==> src/rtl/cmd_dispatch_arbiter_pkg.sv <==
// Shared definitions for the command dispatch arbiter: target decode fields,
// the local status address and the read-tracking FSM encoding.
package cmd_dispatch_arbiter_pkg;

  localparam int NUM_TGT     = 4;
  localparam int ADDR_W      = 19;
  localparam int DATA_W      = 32;
  localparam int TGT_SEL_MSB = 18;
  localparam int TGT_SEL_LSB = 17;

  localparam logic [ADDR_W-1:0] STATUS_ADDR = 19'h7FFFF;

  typedef enum logic {
    ST_IDLE = 1'b0,
    ST_WAIT = 1'b1
  } arb_state_t;

  function automatic logic [NUM_TGT-1:0] tgt_onehot(input logic [1:0] sel);
    return 4'b0001 << sel;
  endfunction

endpackage

==> src/rtl/cmd_resp_timer.sv <==
// Read-response watchdog: counts WAIT cycles, flags expiry, and keeps the
// saturating timeout and dropped-read counters reported as {drop, timeout}.
module cmd_resp_timer #(
  parameter int TIMEOUT_CYC = 16
) (
  input  logic        i_clk,
  input  logic        i_rst_n,
  input  logic        i_waiting,
  input  logic        i_resp_hit,
  input  logic        i_drop,
  output logic        o_expire,
  output logic [31:0] ov_status
);

  logic [7:0]  timer_reg;
  logic [15:0] timeout_cnt_reg;
  logic [15:0] drop_cnt_reg;

  // A response landing in the expiry cycle suppresses the timeout.
  assign o_expire  = i_waiting && !i_resp_hit && (timer_reg == 8'(TIMEOUT_CYC - 1));
  assign ov_status = {drop_cnt_reg, timeout_cnt_reg};

  always_ff @(posedge i_clk or negedge i_rst_n) begin
    if (!i_rst_n) begin
      timer_reg       <= '0;
      timeout_cnt_reg <= '0;
      drop_cnt_reg    <= '0;
    end else begin
      timer_reg <= i_waiting ? timer_reg + 8'd1 : 8'd0;
      if (o_expire && timeout_cnt_reg != 16'hFFFF) begin
        timeout_cnt_reg <= timeout_cnt_reg + 16'd1;
      end
      if (i_drop && drop_cnt_reg != 16'hFFFF) begin
        drop_cnt_reg <= drop_cnt_reg + 16'd1;
      end
    end
  end

endmodule

==> src/rtl/cmd_dispatch_arbiter.sv <==
// Command dispatch to four targets with a single outstanding read and timeout.
// Optional DISPATCH_STATUS_EN serves {drop_cnt,timeout_cnt} at fixed addr 19'h7FFFF.
module cmd_dispatch_arbiter
  import cmd_dispatch_arbiter_pkg::*;
#(
  parameter int          TIMEOUT_CYC = 16,
  parameter logic [31:0] ERR_RDATA   = 32'hDEAD_BEEF
) (
  input  logic         i_clk,
  input  logic         i_rst_n,
  input  logic [18:0]  iv_addr,
  input  logic         i_addr_fixed,
  input  logic [31:0]  iv_wdata,
  input  logic         i_wr,
  input  logic         i_rd,
  output logic         o_busy,
  output logic [18:0]  ov_addr_tgt,
  output logic         o_addr_fixed_tgt,
  output logic [31:0]  ov_wdata_tgt,
  output logic [3:0]   ov_wr_tgt,
  output logic [3:0]   ov_rd_tgt,
  input  logic [3:0]   iv_resp_wr,
  input  logic [75:0]  iv_resp_addr,
  input  logic [3:0]   iv_resp_addr_fixed,
  input  logic [127:0] iv_resp_rdata,
  output logic         o_wr,
  output logic [18:0]  ov_addr,
  output logic         o_addr_fixed,
  output logic [31:0]  ov_rdata
);

  arb_state_t         state_reg;
  logic [1:0]         tgt_reg;
  logic [ADDR_W-1:0]  addr_reg;
  logic               fixed_reg;

  logic [ADDR_W-1:0]  resp_addr_arr  [NUM_TGT];
  logic [DATA_W-1:0]  resp_rdata_arr [NUM_TGT];

  logic [1:0]         tgt_sel;
  logic [NUM_TGT-1:0] sel_onehot;
  logic               rd_eff;
  logic               idle;
  logic               status_hit;
  logic               rd_dispatch;
  logic               rd_drop;
  logic               resp_hit;
  logic               expire;
  logic [31:0]        status_word;

  genvar gi;
  generate
    for (gi = 0; gi < NUM_TGT; gi++) begin : g_resp_unpack
      assign resp_addr_arr[gi]  = iv_resp_addr[ADDR_W*gi +: ADDR_W];
      assign resp_rdata_arr[gi] = iv_resp_rdata[DATA_W*gi +: DATA_W];
    end
  endgenerate

  assign tgt_sel    = iv_addr[TGT_SEL_MSB:TGT_SEL_LSB];
  assign sel_onehot = tgt_onehot(tgt_sel);
  assign rd_eff     = i_rd && !i_wr;
  assign idle       = (state_reg == ST_IDLE);

`ifdef DISPATCH_STATUS_EN
  assign status_hit = i_addr_fixed && (iv_addr == STATUS_ADDR);
`else
  assign status_hit = 1'b0;
`endif

  assign rd_dispatch = rd_eff && idle && !status_hit;
  assign rd_drop     = rd_eff && !idle;
  assign resp_hit    = !idle && iv_resp_wr[tgt_reg];

  cmd_resp_timer #(
    .TIMEOUT_CYC (TIMEOUT_CYC)
  ) u_timer (
    .i_clk      (i_clk),
    .i_rst_n    (i_rst_n),
    .i_waiting  (!idle),
    .i_resp_hit (resp_hit),
    .i_drop     (rd_drop),
    .o_expire   (expire),
    .ov_status  (status_word)
  );

  // Target side: strobes and their payload are zero outside a forwarded strobe.
  always_ff @(posedge i_clk or negedge i_rst_n) begin
    if (!i_rst_n) begin
      ov_wr_tgt        <= '0;
      ov_rd_tgt        <= '0;
      ov_addr_tgt      <= '0;
      o_addr_fixed_tgt <= 1'b0;
      ov_wdata_tgt     <= '0;
    end else begin
      ov_wr_tgt <= i_wr ? sel_onehot : '0;
      ov_rd_tgt <= rd_dispatch ? sel_onehot : '0;
      if (i_wr || rd_dispatch) begin
        ov_addr_tgt      <= iv_addr;
        o_addr_fixed_tgt <= i_addr_fixed;
        ov_wdata_tgt     <= iv_wdata;
      end else begin
        ov_addr_tgt      <= '0;
        o_addr_fixed_tgt <= 1'b0;
        ov_wdata_tgt     <= '0;
      end
    end
  end

  always_ff @(posedge i_clk or negedge i_rst_n) begin
    if (!i_rst_n) begin
      state_reg    <= ST_IDLE;
      tgt_reg      <= '0;
      addr_reg     <= '0;
      fixed_reg    <= 1'b0;
      o_busy       <= 1'b0;
      o_wr         <= 1'b0;
      ov_addr      <= '0;
      o_addr_fixed <= 1'b0;
      ov_rdata     <= '0;
    end else begin
      o_wr         <= 1'b0;
      ov_addr      <= '0;
      o_addr_fixed <= 1'b0;
      ov_rdata     <= '0;
      case (state_reg)
        ST_IDLE: begin
          if (rd_eff && status_hit) begin
            o_wr         <= 1'b1;
            ov_addr      <= iv_addr;
            o_addr_fixed <= i_addr_fixed;
            ov_rdata     <= status_word;
          end else if (rd_dispatch) begin
            state_reg <= ST_WAIT;
            o_busy    <= 1'b1;
            tgt_reg   <= tgt_sel;
            addr_reg  <= iv_addr;
            fixed_reg <= i_addr_fixed;
          end
        end
        ST_WAIT: begin
          if (resp_hit) begin
            state_reg    <= ST_IDLE;
            o_busy       <= 1'b0;
            o_wr         <= 1'b1;
            ov_addr      <= resp_addr_arr[tgt_reg];
            o_addr_fixed <= iv_resp_addr_fixed[tgt_reg];
            ov_rdata     <= resp_rdata_arr[tgt_reg];
          end else if (expire) begin
            state_reg    <= ST_IDLE;
            o_busy       <= 1'b0;
            o_wr         <= 1'b1;
            ov_addr      <= addr_reg;
            o_addr_fixed <= fixed_reg;
            ov_rdata     <= ERR_RDATA;
          end
        end
        default: state_reg <= ST_IDLE;
      endcase
    end
  end

endmodule

==> config.mk <==
export PLATFORM = sky130hd
export DESIGN_NAME = cmd_dispatch_arbiter
export DESIGN_NICKNAME = d
export VERILOG_FILES = /design/src/rtl/cmd_dispatch_arbiter_pkg.sv /design/src/rtl/cmd_resp_timer.sv /design/src/rtl/cmd_dispatch_arbiter.sv
export SDC_FILE = /design/constraint.sdc
export NUM_CORES = 1
export LEC_CHECK = 0
export ABC_AREA = 0
export CAP_MARGIN = 0
export CORE_AREA = 2 2 150 152
export DETAILED_ROUTE_END_ITERATION = 7
export DIE_AREA = 0 0 152 154
export GPL_ROUTABILITY_DRIVEN = 0
export MAX_ROUTING_LAYER = met4
export PLACE_DENSITY = 0.68
export SLEW_MARGIN = 20
export SYNTH_ARGS = -nofsm -noshare
export SYNTH_HDL_FRONTEND = slang
export SYNTH_SLANG_ARGS = --single-unit
==> constraint.sdc <==
create_clock -name i_clk -period 2.75 [get_ports i_clk]
set_input_delay 0.55 -clock i_clk [delete_from_list [all_inputs] [get_ports i_clk]]
set_output_delay 0.55 -clock i_clk [all_outputs]
set_load 0.05 [all_outputs]
## Yosys cells after proc, flatten, opt, wreduce, memory -nomap -nowiden

Index checks and enable logic that the tools add are counted.

- $add $sub $neg: 1
- Multipliers: 0
- Div/mod/pow operators: 0
- Order comparisons: 2
- Equal/unequal tests: 3
- Shift operators: 1
- Multiplexer cells: 36
- Bitwise logic cells: 2
- Reduce and logical (&&, ||, !) cells: 10

Operators with widths:

| cell | number |
|---|---|
| 32-bit two-way mux | 5 |
| 19-bit two-way mux | 5 |
| 32-bit binary-select mux with 2-bit select | 1 |
| 32-bit case mux with 2 select lines | 1 |
| 19-bit binary-select mux with 2-bit select | 1 |
| 19-bit case mux with 2 select lines | 1 |
| 1-bit two-way mux | 13 |
| 8-bit by 1-bit adder with 8-bit output (second input constant) | 1 |
| 8-bit by 4-bit == test with 1-bit output (second input constant) | 1 |
| 4-bit two-way mux | 2 |
| 8-bit two-way mux | 1 |
| 1-bit case mux with 2 select lines | 4 |
| 1-bit logical AND | 5 |
| 1-bit binary-select mux with 2-bit select | 2 |
| 2-bit AND reduction | 2 |
| 1-bit by 2-bit left shift with 4-bit output (first input constant) | 1 |
| 3-bit greater-or-equal comparator (second input constant) | 1 |
| 2-bit by 3-bit less-than comparator with 1-bit output (second input constant) | 1 |
| 3-bit by 1-bit inequality test with 1-bit output (second input constant) | 1 |
| 2-bit NOT with 3-bit output | 1 |
| 1-bit zero test | 2 |
| 2-bit by 1-bit inequality test with 1-bit output (second input constant) | 1 |
| 1-bit logical OR | 1 |
| 1-bit NOT | 1 |

- Register bits: 145
- Bits in latches: 0
- RAM bits: 0
- Bits in read-only memories: 0
- Input bits: 268
- Output and inout port bits: 114
- Logic and storage cells: 70
- Memories: 0

## Depth between registers and ports, before layout

Gate-level depths: netlist of run 1.

- Word-level depth: 9
- Mapped depth: 7

## Cells and area by module

A second synthesis of run 1 with hierarchy kept.

- Cell total of the unflattened synthesis: 617
- Area, all modules: 8091.5 um^2

By module, submodules not included:

| module | instances | cells each | area an instance (um^2) |
|---|---|---|---|
| cmd_dispatch_arbiter | 1 | 433 | 6065.8 |
| cmd_resp_timer | 1 | 184 | 2025.7 |

## Least setup slack after synthesis of run 1

No wires, ideal clock.

- Path type: in2reg
- Start point: in iv_resp_wr[3]
- End point: reg ov_addr[17]
- Setup time: 78 ps
- Arrival time: 1865 ps
- Slack: 807 ps
- Stages: 5
- Path through: mux4_2 buf_6 buf_6 or4_1 a21oi_1

- Word-level cells in the longest chain between the ends: 9

Ends and longest elaborated chain:

| what | line | text |
|---|---|---|
| from (decl) | cmd_dispatch_arbiter.sv:22 | `input logic [3:0] iv_resp_wr,` |
| 1-bit binary-select mux with 2-bit select * | cmd_dispatch_arbiter.sv:72 | `assign resp_hit = !idle && iv_resp_wr[tgt_reg];` |
| 1-bit two-way mux (not written as such) * | cmd_dispatch_arbiter.sv:72 |  |
| 1-bit logical AND * | cmd_dispatch_arbiter.sv:72 |  |
| 1-bit zero test | cmd_resp_timer.sv:20 | `assign o_expire = i_waiting && !i_resp_hit && (timer_reg == 8'(TIMEOUT_CYC - 1));` |
| 1-bit logical AND (2 in series) | cmd_resp_timer.sv:20 |  |
| 19-bit two-way mux | cmd_dispatch_arbiter.sv:148 | `end else if (expire) begin` |
| 19-bit two-way mux * | cmd_dispatch_arbiter.sv:141 | `if (resp_hit) begin` |
| 19-bit case mux with 2 select lines * | cmd_dispatch_arbiter.sv:125 | `case (state_reg)` |
| to (signal assigned) | cmd_dispatch_arbiter.sv:129 | `ov_addr <= iv_addr;` |
| to (signal assigned) | cmd_dispatch_arbiter.sv:145 | `ov_addr <= resp_addr_arr[tgt_reg];` |
| to (signal assigned) | cmd_dispatch_arbiter.sv:152 | `ov_addr <= addr_reg;` |
| to (decl) | cmd_dispatch_arbiter.sv:27 | `output logic [18:0] ov_addr,` |

Every way passes the cells marked *; elsewhere a longest branch is shown, timed or not. The select of a mux whose other input is x is not followed.
A chain may end at the register's enable or synchronous reset.

## Worst setup path after layout of run 1

- Start point: reg u_timer.timer_reg[0]
- End point: reg ov_addr[9]

- Word-level cells in the longest chain between the ends: 5

Ends and longest elaborated chain:

| what | line | text |
|---|---|---|
| from (decl) | cmd_resp_timer.sv:15 | `logic [7:0] timer_reg;` |
| from (signal assigned) | cmd_resp_timer.sv:29 | `timer_reg <= i_waiting ? timer_reg + 8'd1 : 8'd0;` |
| 8-bit by 4-bit == test with 1-bit output | cmd_resp_timer.sv:20 |  |
| 1-bit logical AND | cmd_resp_timer.sv:20 |  |
| 19-bit two-way mux | cmd_dispatch_arbiter.sv:148 |  |
| 19-bit two-way mux | cmd_dispatch_arbiter.sv:141 |  |
| 19-bit case mux with 2 select lines | cmd_dispatch_arbiter.sv:125 |  |

Every way passes these cells.

==> flow_metrics.env, run 1 <==
export IMPL_syn_avg_cell_area_um2=12.5
export IMPL_grt_overflow_total=0
export IMPL_via_count=5535
export IMPL_yosysWarnings=0
export IMPL_syn_cell_area_mm2=0.00639
export IMPL_finalWirelength_um=22200
export IMPL_worstReg2RegEnd="ov_addr[9]"
export IMPL_post_cts_buffers=0
export IMPL_setup_slack_ns=0.559
export IMPL_yosysTopAreaCellShare=0.560
export IMPL_cts_buffers_inserted=17
export IMPL_worst_pin_slew_ns=0.723
export IMPL_fin_setup_tns_ns=0
export IMPL_worstSkewPairLatency_ns=0.42
export IMPL_start_kind="flop"
export IMPL_grt_start_max_net_pins=54
export IMPL_critPathKind="reg2reg"
export IMPL_antenna_found_initial=1
export IMPL_drive_above_1_share=0.114
export IMPL_drv_cap=0
export IMPL_htreeDepth=4
export IMPL_status="finished, final reports clean"
export IMPL_ctsResizeCount=0
export IMPL_finalHoldViolCount=0
export IMPL_powerDensity_mw_per_mm2=743
export IMPL_p_leak_nw=4.52
export IMPL_setup_viol=0
export IMPL_start_util=0.295
export IMPL_viasPerCell=4.71
export IMPL_grt_total_usage=0.194
export IMPL_dpl_worst_slack_ns=0.241
export IMPL_cts_tree="built"
export IMPL_r2r_start="u_timer.timer_reg[0]"
export IMPL_fp_row_count=54
export IMPL_grt_pass1_wl_um=33700
export IMPL_synth_area_leaders="dfrtp_1 (56%), mux4_2 (19%), nor2b_1 (5.1%)"
export IMPL_layout_min_cycle_time_ns=2.19
export IMPL_root_buffer="clkbuf_16"
export IMPL_clk_pin_slew_ns=0.06
export IMPL_fin_crit_sh=0.797
export IMPL_synth_top_area_cell="dfrtp_1"
export IMPL_finClkSkew_ns=0.00986
export IMPL_cp_end_kind="flop"
export IMPL_instances_no_fill=1175
export IMPL_core_area_mm2=0.0217
export IMPL_critPathArrivalTime_ns=2.52
export IMPL_final_nets=1150
export IMPL_port_buffers=381
export IMPL_slew_viol_final=0
export IMPL_ctsHoldBuffers=0
export IMPL_max_freq_mhz=456
export IMPL_r2r_slack_ns=0.56
export IMPL_ys_seq_area_frac=0.560
export IMPL_wire_per_inst_um=18.9
export IMPL_top_regs="ov_rdata (32), ov_wdata_tgt (32)"
export IMPL_syn_to_final_growth_pct=73.8
export IMPL_cts_max_path_buffers=2
export IMPL_drt_iter0_markers=227
export IMPL_worstHoldPathType="in2async"
export IMPL_post_route_drc_count=0
export IMPL_die_h_um=154
export IMPL_ioPinCount=382
export IMPL_required_ns=3.08
export IMPL_relSlewSlack=0.518
export IMPL_nFillCells=1925
export IMPL_dr_pass1_iters=4
export IMPL_hpwl_um=17300
export IMPL_ir_worst_vdd_mv=0.385
export IMPL_whs_ns=0.0623
export IMPL_ant_nets=0
export IMPL_grt_setup_unrepaired="false"
export IMPL_ys_types=24
export IMPL_die_area_mm2=0.0234
export IMPL_crit_fanout=15
export IMPL_synth_nets=781
export IMPL_fp_dieW_um=152
export IMPL_synth_seq_cells=143
export IMPL_dp_cells=1142
export IMPL_grt_pass1_vias=5803
export IMPL_clock_sinks=143
export IMPL_synthesis_instances=512
export IMPL_reg2regPathDepth=5
cell usage after synthesis:
cell and instances:
and2_1 2, nor3_1 2, nand2_1 65, o21bai_1 1
ha_1 1, mux4_2 53, xor2_1 1, xnor2_1 2
nor2_1 5, dfrtp_1 143, nor2b_1 52, buf_6 4
and3_1 10, o21ai_0 24, inv_2 1, clkbuf_1 34
inv_1 22, or4_1 21, a21oi_1 49, or3_1 4
buf_2 6, nor3b_1 5, nand3_1 4, nand4_1 1
layer usage:
metal / vias to the layer above / routed length, um / GRT usage
met4: 0 / 453 / 0.0565
met3: 27 / 1090 / 0.0443
met5: - / 0 / -
met2: 230 / 11300 / 0.322
met1: 2744 / 9330 / 0.239
li1: 2534 / - / -
logic make-up after synthesis:
kind of cell	after synthesis	synth area share
flip-flops	143	0.560
multiplexers	53	0.187
buffers and inverters	67	0.0452
XOR/XNOR	3	0.00411
adder cells (fa/ha/maj)	1	0.00196
AO/OA/AOI/OAI	74	0.0583
AND/OR/NAND/NOR	171	0.144
where the power goes:
group / switching (mW) / internal (mW)
sequential: 0.131 / 2.45
clock: 0.901 / 1.39
combinational: 1.95 / 1.43
how the worst max path moves through the flow:
stage / startpoint / endpoint / slack (ns) / cells past startpoint
floorplan: iv_resp_wr[3] / ov_addr[17] / 0.81 / 5
global placement: iv_resp_wr[3] / ov_addr[16] / 0.30 / 5
detailed placement: iv_resp_wr[3] / ov_addr[17] / 0.24 / 5
CTS: o_addr_fixed / o_addr_fixed / 0.57 / 1
global route: u_timer.timer_reg[1] / ov_addr[3] / 0.39 / 5
finish: u_timer.timer_reg[0] / ov_addr[9] / 0.56 / 5
final cells by class:
class | count | area (um2) | area share
Clock inverter | 11 | 133 | 0.0119
Tap cell | 280 | 350 | 0.0315
Inverter | 23 | 86.3 | 0.00777
Antenna cell | 1 | 2.50 | 0.000225
Sequential cell | 143 | 3580 | 0.323
Multi-Input combinational cell | 302 | 2540 | 0.229
Timing Repair Buffer | 394 | 3950 | 0.356
Clock buffer | 21 | 460 | 0.0415
stage by stage:
step | area [um2] | power [mW] | util
after floorplan | 6390 | 4.72 | -
after detailed placement | 10500 | 6.05 | 0.485
after global placement | 10500 | 6.02 | 0.485
after CTS | 11100 | 8.38 | 0.512
after global routing | 11100 | 8.66 | 0.512
final | 11100 | 8.25 | 0.512
layout by cell type, fill, tap and decap left out, types with 3 or more instances in the layout:
cell,n
mux4_2,53
clkinvlp_4,5
nand2_1,65
a21oi_1,48
nand3_1,4
or4_1,21
nor2b_1,52
inv_1,22
dfrtp_1,141
clkbuf_16,17
clkdlybuf4s50_1,380
buf_12,3
nor3b_1,4
or3_1,4
o21ai_0,24
and3_1,10
nor2_1,5
buf_4,10
worst max-delay path: stages, from the launching register on:
cell and delay, ns:
dfrtp_1 0.38, ha_1 0.19, nand3_1 0.48, buf_4 0.39
or4_1 0.52, a21oi_1 0.15
Note: power is estimated with default switching activity, not from simulation.
==> run 2: changes to the inputs <==
CORE_AREA = 2 2 149 151   (was 2 2 150 152)
DIE_AREA = 0 0 151 153   (was 0 0 152 154)
PLACE_DENSITY = 0.69   (was 0.68)
clock period = 2.1 ns   (was 2.75 ns; I/O delays follow)
==> flow_metrics.env, run 2 (synthesis results as in run 1) <==
export IMPL_final_common_cell="clkdlybuf4s50_1"
export IMPL_relSlewSlack=0.624
export IMPL_p_sw_mw=4.02
export IMPL_wire_per_inst_um=18.5
export IMPL_grt_pass1_vias=5889
export IMPL_placed_area_mm2=0.0106
export IMPL_ir_worst_vdd_mv=0.434
export IMPL_layout_min_cycle_time_ns=2.02
export IMPL_drt_iter0_markers=219
export IMPL_final_area_mm2=0.0113
export IMPL_max_freq_mhz=494
export IMPL_antenna_found_initial=2
export IMPL_slew_viol_final=0
export IMPL_worst_pin_slew_ns=0.562
export IMPL_cpPeakStageDelay_ns=0.84
export IMPL_viasPerCell=4.67
export IMPL_worstHoldPathType="reg2reg"
export IMPL_setup_viol=0
export IMPL_fin_crit_sh=0.963
export IMPL_cts_tree="built"
export IMPL_seqPwrFrac=0.308
export IMPL_die_h_um=153
export IMPL_fp_row_count=54
export IMPL_comb_power_share=0.422
export IMPL_power_internal_mw=6.89
export IMPL_top_regs="ov_rdata (32), ov_wdata_tgt (32)"
export IMPL_start_kind="flop"
export IMPL_fin_setup_tns_ns=0
export IMPL_root_buffer="clkbuf_16"
export IMPL_fp_dieW_um=151
export IMPL_crit_buf_inv=1
export IMPL_hpwl_um=16800
export IMPL_cts_max_path_buffers=2
export IMPL_drive_above_1_share=0.130
export IMPL_critPathKind="reg2out"
export IMPL_total_power_mw=10.9
export IMPL_drv_cap=0
export IMPL_grt_setup_unrepaired="false"
export IMPL_via_count=5547
export IMPL_clockPowerShare=0.270
export IMPL_cpMaxStageDelayCell="clkdlybuf4s50_1"
export IMPL_grt_total_usage=0.197
export IMPL_grt_overflow_total=0
export IMPL_status="finished, final reports clean"
export IMPL_finClkSkew_ns=0.00999
export IMPL_grt_start_max_net_pins=54
export IMPL_crit_fanout=2
export IMPL_post_route_drc_count=0
export IMPL_final_nets=1163
export IMPL_p_leak_nw=4.65
export IMPL_finalHoldViolCount=0
export IMPL_instances_no_fill=1189
export IMPL_finalWirelength_um=22000
export IMPL_dp_cells=1149
export IMPL_worstSkewPairLatency_ns=0.42
export IMPL_clk_pin_slew_ns=0.06
export IMPL_clock_sinks=143
export IMPL_ioPinCount=382
export IMPL_required_ns=1.68
export IMPL_dr_pass1_iters=5
export IMPL_syn_to_final_growth_pct=76.7
export IMPL_port_buffers=381
export IMPL_ant_nets=0
export IMPL_core_area_mm2=0.0215
export IMPL_critPathArrivalTime_ns=1.60
export IMPL_switching_share=0.369
export IMPL_final_cell_mix="clkdlybuf4s50_1 (377), dfrtp_1 (141), nand2_1 (65), mux4_2 (53), nor2b_1 (52)"
export IMPL_grt_pass1_wl_um=33200
export IMPL_htreeDepth=4
export IMPL_cp_end_kind="output port"
export IMPL_crit_chain="clkdlybuf4s50_1"
export IMPL_path_delay_family="buffers and inverters"
export IMPL_powerDensity_mw_per_mm2=966
export IMPL_whs_ns=0.477
export IMPL_die_area_mm2=0.0231
export IMPL_start_util=0.298
export IMPL_cts_buffers_inserted=17
[run 2: cell types whose count changed in the layout (fill, tap and decap cells not counted), moves of 2 or more]
cell and change:
clkinvlp_4 -4, clkbuf_8 -2, clkinv_2 +2, buf_4 +7
buf_12 +5, clkbuf_1 -2, clkdlybuf4s50_1 -3, inv_8 +3
inv_6 +3
[run 2: cell type report]
class	count	area (um2)
tap	280	350
timing repair buffer	406	4120
multi-input combinational	303	2570
sequential	143	3580
fill	1923	10200
antenna	2	5.00
clock buffer	17	425
inverter	23	86.3
clock inverter	15	151
[run 2: metal layers]
metal  routed length (um)  global-route usage  vias to the layer above
li1                     -                   -                     2569
met1                 8970               0.236                     2708
met2                11300               0.326                      238
met3                 1280              0.0466                       32
met4                  507              0.0650                        0
met5                    0                   -                        -
[run 2: power groups by stage]
stage               clock network (mW)  registers, mW  logic, mW
floorplan                            0           4.49       1.69
global placement                     0           3.41       4.53
detailed placement                   0           3.43       4.56
CTS                               3.01           3.38       4.58
global route                      3.14           3.41       4.92
finish                            2.94           3.37       4.60
[run 2: path summary, 6_finish.rpt]
kind                       cells after the start                  from                   end  slack [ns]
setup / recovery                               1                o_busy                o_busy        0.08
hold / removal                                 1  u_timer.timer_reg[0]  u_timer.timer_reg[0]        0.48
setup reg to reg                               4            tgt_reg[0]            ov_addr[9]        0.09
hold reg to reg                                1  u_timer.timer_reg[0]  u_timer.timer_reg[0]        0.48
max in group asynchronous                      3               i_rst_n            tgt_reg[0]        0.92
min in group asynchronous                      2               i_rst_n       ov_wdata_tgt[5]        0.52
[run 2: stage by stage]
stage	setup WS (ns)	utilization
after floorplan	0.216	-
after global placement	-0.241	0.494
after detailed placement	-0.301	0.494
after CTS	0.0242	0.522
after global routing	0.0180	0.526
final	0.0771	0.526
[run 2: timing repair]
item | in CTS | in global routing
setup endpoints to repair | 0 | 13
hold endpoints to repair | 51 | 0
gates resized for setup | 0 | 2
buffers inserted | 0 | 3
hold buffers | 1 | 0
==> run 3: changes to the inputs <==
CORE_AREA = 2 2 150 152   (was 2 2 149 151)
DIE_AREA = 0 0 152 154   (was 0 0 151 153)
PLACE_DENSITY = 0.77   (was 0.69)
SYNTH_HIERARCHICAL = 1   (was default)
==> flow_metrics.env, run 3 <==
export IMPL_status="finished, final reports clean"
export IMPL_fin_crit_sh=0.996
export IMPL_clock_sinks=143
export IMPL_fin_setup_tns_ns=0
export IMPL_ioPinCount=382
export IMPL_r2r_slack_ns=0.02
export IMPL_synthesis_instances=465
export IMPL_drive_above_1_share=0.203
export IMPL_final_common_cell="clkdlybuf4s50_1"
export IMPL_via_count=5373
export IMPL_final_area_mm2=0.0114
export IMPL_antenna_found_initial=1
export IMPL_ant_nets=0
export IMPL_multi_input_area_mm2=0.00279
export IMPL_viasPerCell=4.71
export IMPL_nFillCells=1876
export IMPL_max_freq_mhz=478
export IMPL_setup_slack_ns=0.00862
export IMPL_die_h_um=154
export IMPL_worstReg2RegEnd="ov_rdata[5]"
export IMPL_instances_no_fill=1141
export IMPL_p_leak_nw=4.68
export IMPL_post_route_drc_count=0
export IMPL_powerDensity_mw_per_mm2=1010
export IMPL_seq_area_mm2=0.00358
export IMPL_comb_power_share=0.444
export IMPL_synth_nets=734
export IMPL_r2r_start="tgt_reg[0]"
export IMPL_hpwl_um=16600
export IMPL_cp_end_kind="flop"
export IMPL_finClkSkew_ns=0.0101
export IMPL_setup_viol=0
export IMPL_yosysWarnings=6
export IMPL_whs_ns=0.436
export IMPL_start_util=0.297
export IMPL_htreeDepth=4
export IMPL_p_sw_mw=4.23
export IMPL_fp_row_count=54
export IMPL_fp_dieW_um=152
export IMPL_die_area_mm2=0.0234
export IMPL_start_kind="input port"
export IMPL_syn_cell_area_mm2=0.00644
export IMPL_port_buffers=381
export IMPL_core_area_mm2=0.0217
export IMPL_cpPeakStageDelay_ns=0.53
export IMPL_seqPwrFrac=0.300
export IMPL_postLayoutCoreUtil=0.527
export IMPL_root_buffer="clkbuf_16"
export IMPL_total_power_mw=11.5
export IMPL_worst_pin_slew_ns=0.602
export IMPL_finalHoldViolCount=0
export IMPL_grt_overflow_total=0
export IMPL_crit_chain="clkdlybuf4s50_1, mux4_2, and2_4, nor4b_4, nand3_2, clkinv_4, nand2b_4, clkbuf_16, a21oi_2"
export IMPL_syn_to_final_growth_pct=77.5
export IMPL_crit_fanout=6
export IMPL_grt_start_max_net_pins=60
export IMPL_wire_per_inst_um=19.0
export IMPL_slew_viol_final=0
export IMPL_layout_min_cycle_time_ns=2.09
export IMPL_worstHoldPathType="in2async"
export IMPL_required_ns=2.43
export IMPL_clk_pin_slew_ns=0.06
export IMPL_grt_setup_unrepaired="true"
export IMPL_dr_pass1_iters=4
export IMPL_relSlewSlack=0.597
export IMPL_top_regs="ov_rdata (32), ov_wdata_tgt (32)"
export IMPL_critPathKind="in2reg"
export IMPL_grt_pass1_wl_um=33400
export IMPL_cpMaxStageDelayCell="mux4_2"
export IMPL_clockPowerShare=0.256
export IMPL_worstSkewPairLatency_ns=0.41
export IMPL_grt_total_usage=0.191
export IMPL_cts_max_path_buffers=2
export IMPL_syn_avg_cell_area_um2=13.8
export IMPL_dp_cells=1103
export IMPL_placed_area_mm2=0.0107
export IMPL_cts_tree="built"
export IMPL_drv_cap=0
export IMPL_dpl_worst_slack_ns=-0.403
export IMPL_ir_worst_vdd_mv=0.580
export IMPL_switching_share=0.367
export IMPL_final_cell_mix="clkdlybuf4s50_1 (373), dfrtp_1 (141), mux4_2 (53), nor2b_1 (53), nand2_1 (44)"
export IMPL_reg2regPathDepth=8
export IMPL_grt_pass1_vias=5960
export IMPL_drt_iter0_markers=217
export IMPL_cts_buffers_inserted=17
export IMPL_final_nets=1116
export IMPL_finalWirelength_um=21700
export IMPL_power_internal_mw=7.31
export IMPL_critPathArrivalTime_ns=2.42
==> run 3: area by class of cell <==
| cell class | instances | share of cell area |
|---|---|---|
| timing repair buffer | 401 | 0.359 |
| sequential | 143 | 0.313 |
| multi-input combinational | 282 | 0.244 |
| clock buffer | 20 | 0.0391 |
| tap | 280 | 0.0306 |
| clock inverter | 12 | 0.0117 |
| inverter | 2 | 0.00109 |
| antenna | 1 | 0.000219 |
==> run 3: how the worst max path moves through the flow <==
stage          cells past startpoint      endpoint  slack (ns)     startpoint
6_report                           9   ov_rdata[5]       0.009  iv_resp_wr[3]
5_1_grt                            8    ov_addr[0]       -0.10     tgt_reg[0]
4_1_cts                            8  ov_rdata[27]       -0.01     tgt_reg[0]
3_5_place_dp                       9  ov_rdata[19]       -0.40  iv_resp_wr[3]
3_3_place_gp                       9   ov_rdata[2]       -0.33  iv_resp_wr[3]
2_1_floorplan                     12  ov_rdata[10]       -0.22     tgt_reg[0]
==> run 3: critical path: cells and delay by family <==
kind	cells	cell delay, ns
buffers and inverters	3	0.73
and+or+nand+nor	4	0.63
muxes	1	0.53
AOI/OAI and AO/OA	1	0.12
==> run 3: repair_timing <==
| action | CTS | global route |
|---|---|---|
| cloned | 0 | 3 |
| hold buffers | 1 | 0 |
| resized for setup | 2 | 26 |
| buffers inserted | 0 | 1 |
| hold endpoints to repair | 23 | 0 |
| setup endpoints to repair | 6 | 45 |
| pin swaps | 0 | 28 |
==> run 3: per-layer routing <==
layer / vias up / routed length (um) / share of wire / track usage
li1: 2419 / - / - / -
met1: 2663 / 8440 / 0.39 / 0.209
met2: 263 / 11300 / 0.52 / 0.337
met3: 28 / 1350 / 0.062 / 0.0488
met4: 0 / 572 / 0.026 / 0.0699
met5: - / 0 / 0 / -
==> run 3: power groups by stage <==
stage          registers (mW)  logic, mW  clock network, mW
4_1_cts                  3.48       5.11               3.04
5_1_grt                  3.53       5.43               3.17
6_report                 3.47       5.13               2.96
3_5_place_dp             3.53       5.08                  0
3_3_place_gp             3.51       5.05                  0
2_1_floorplan            4.67       2.05                  0
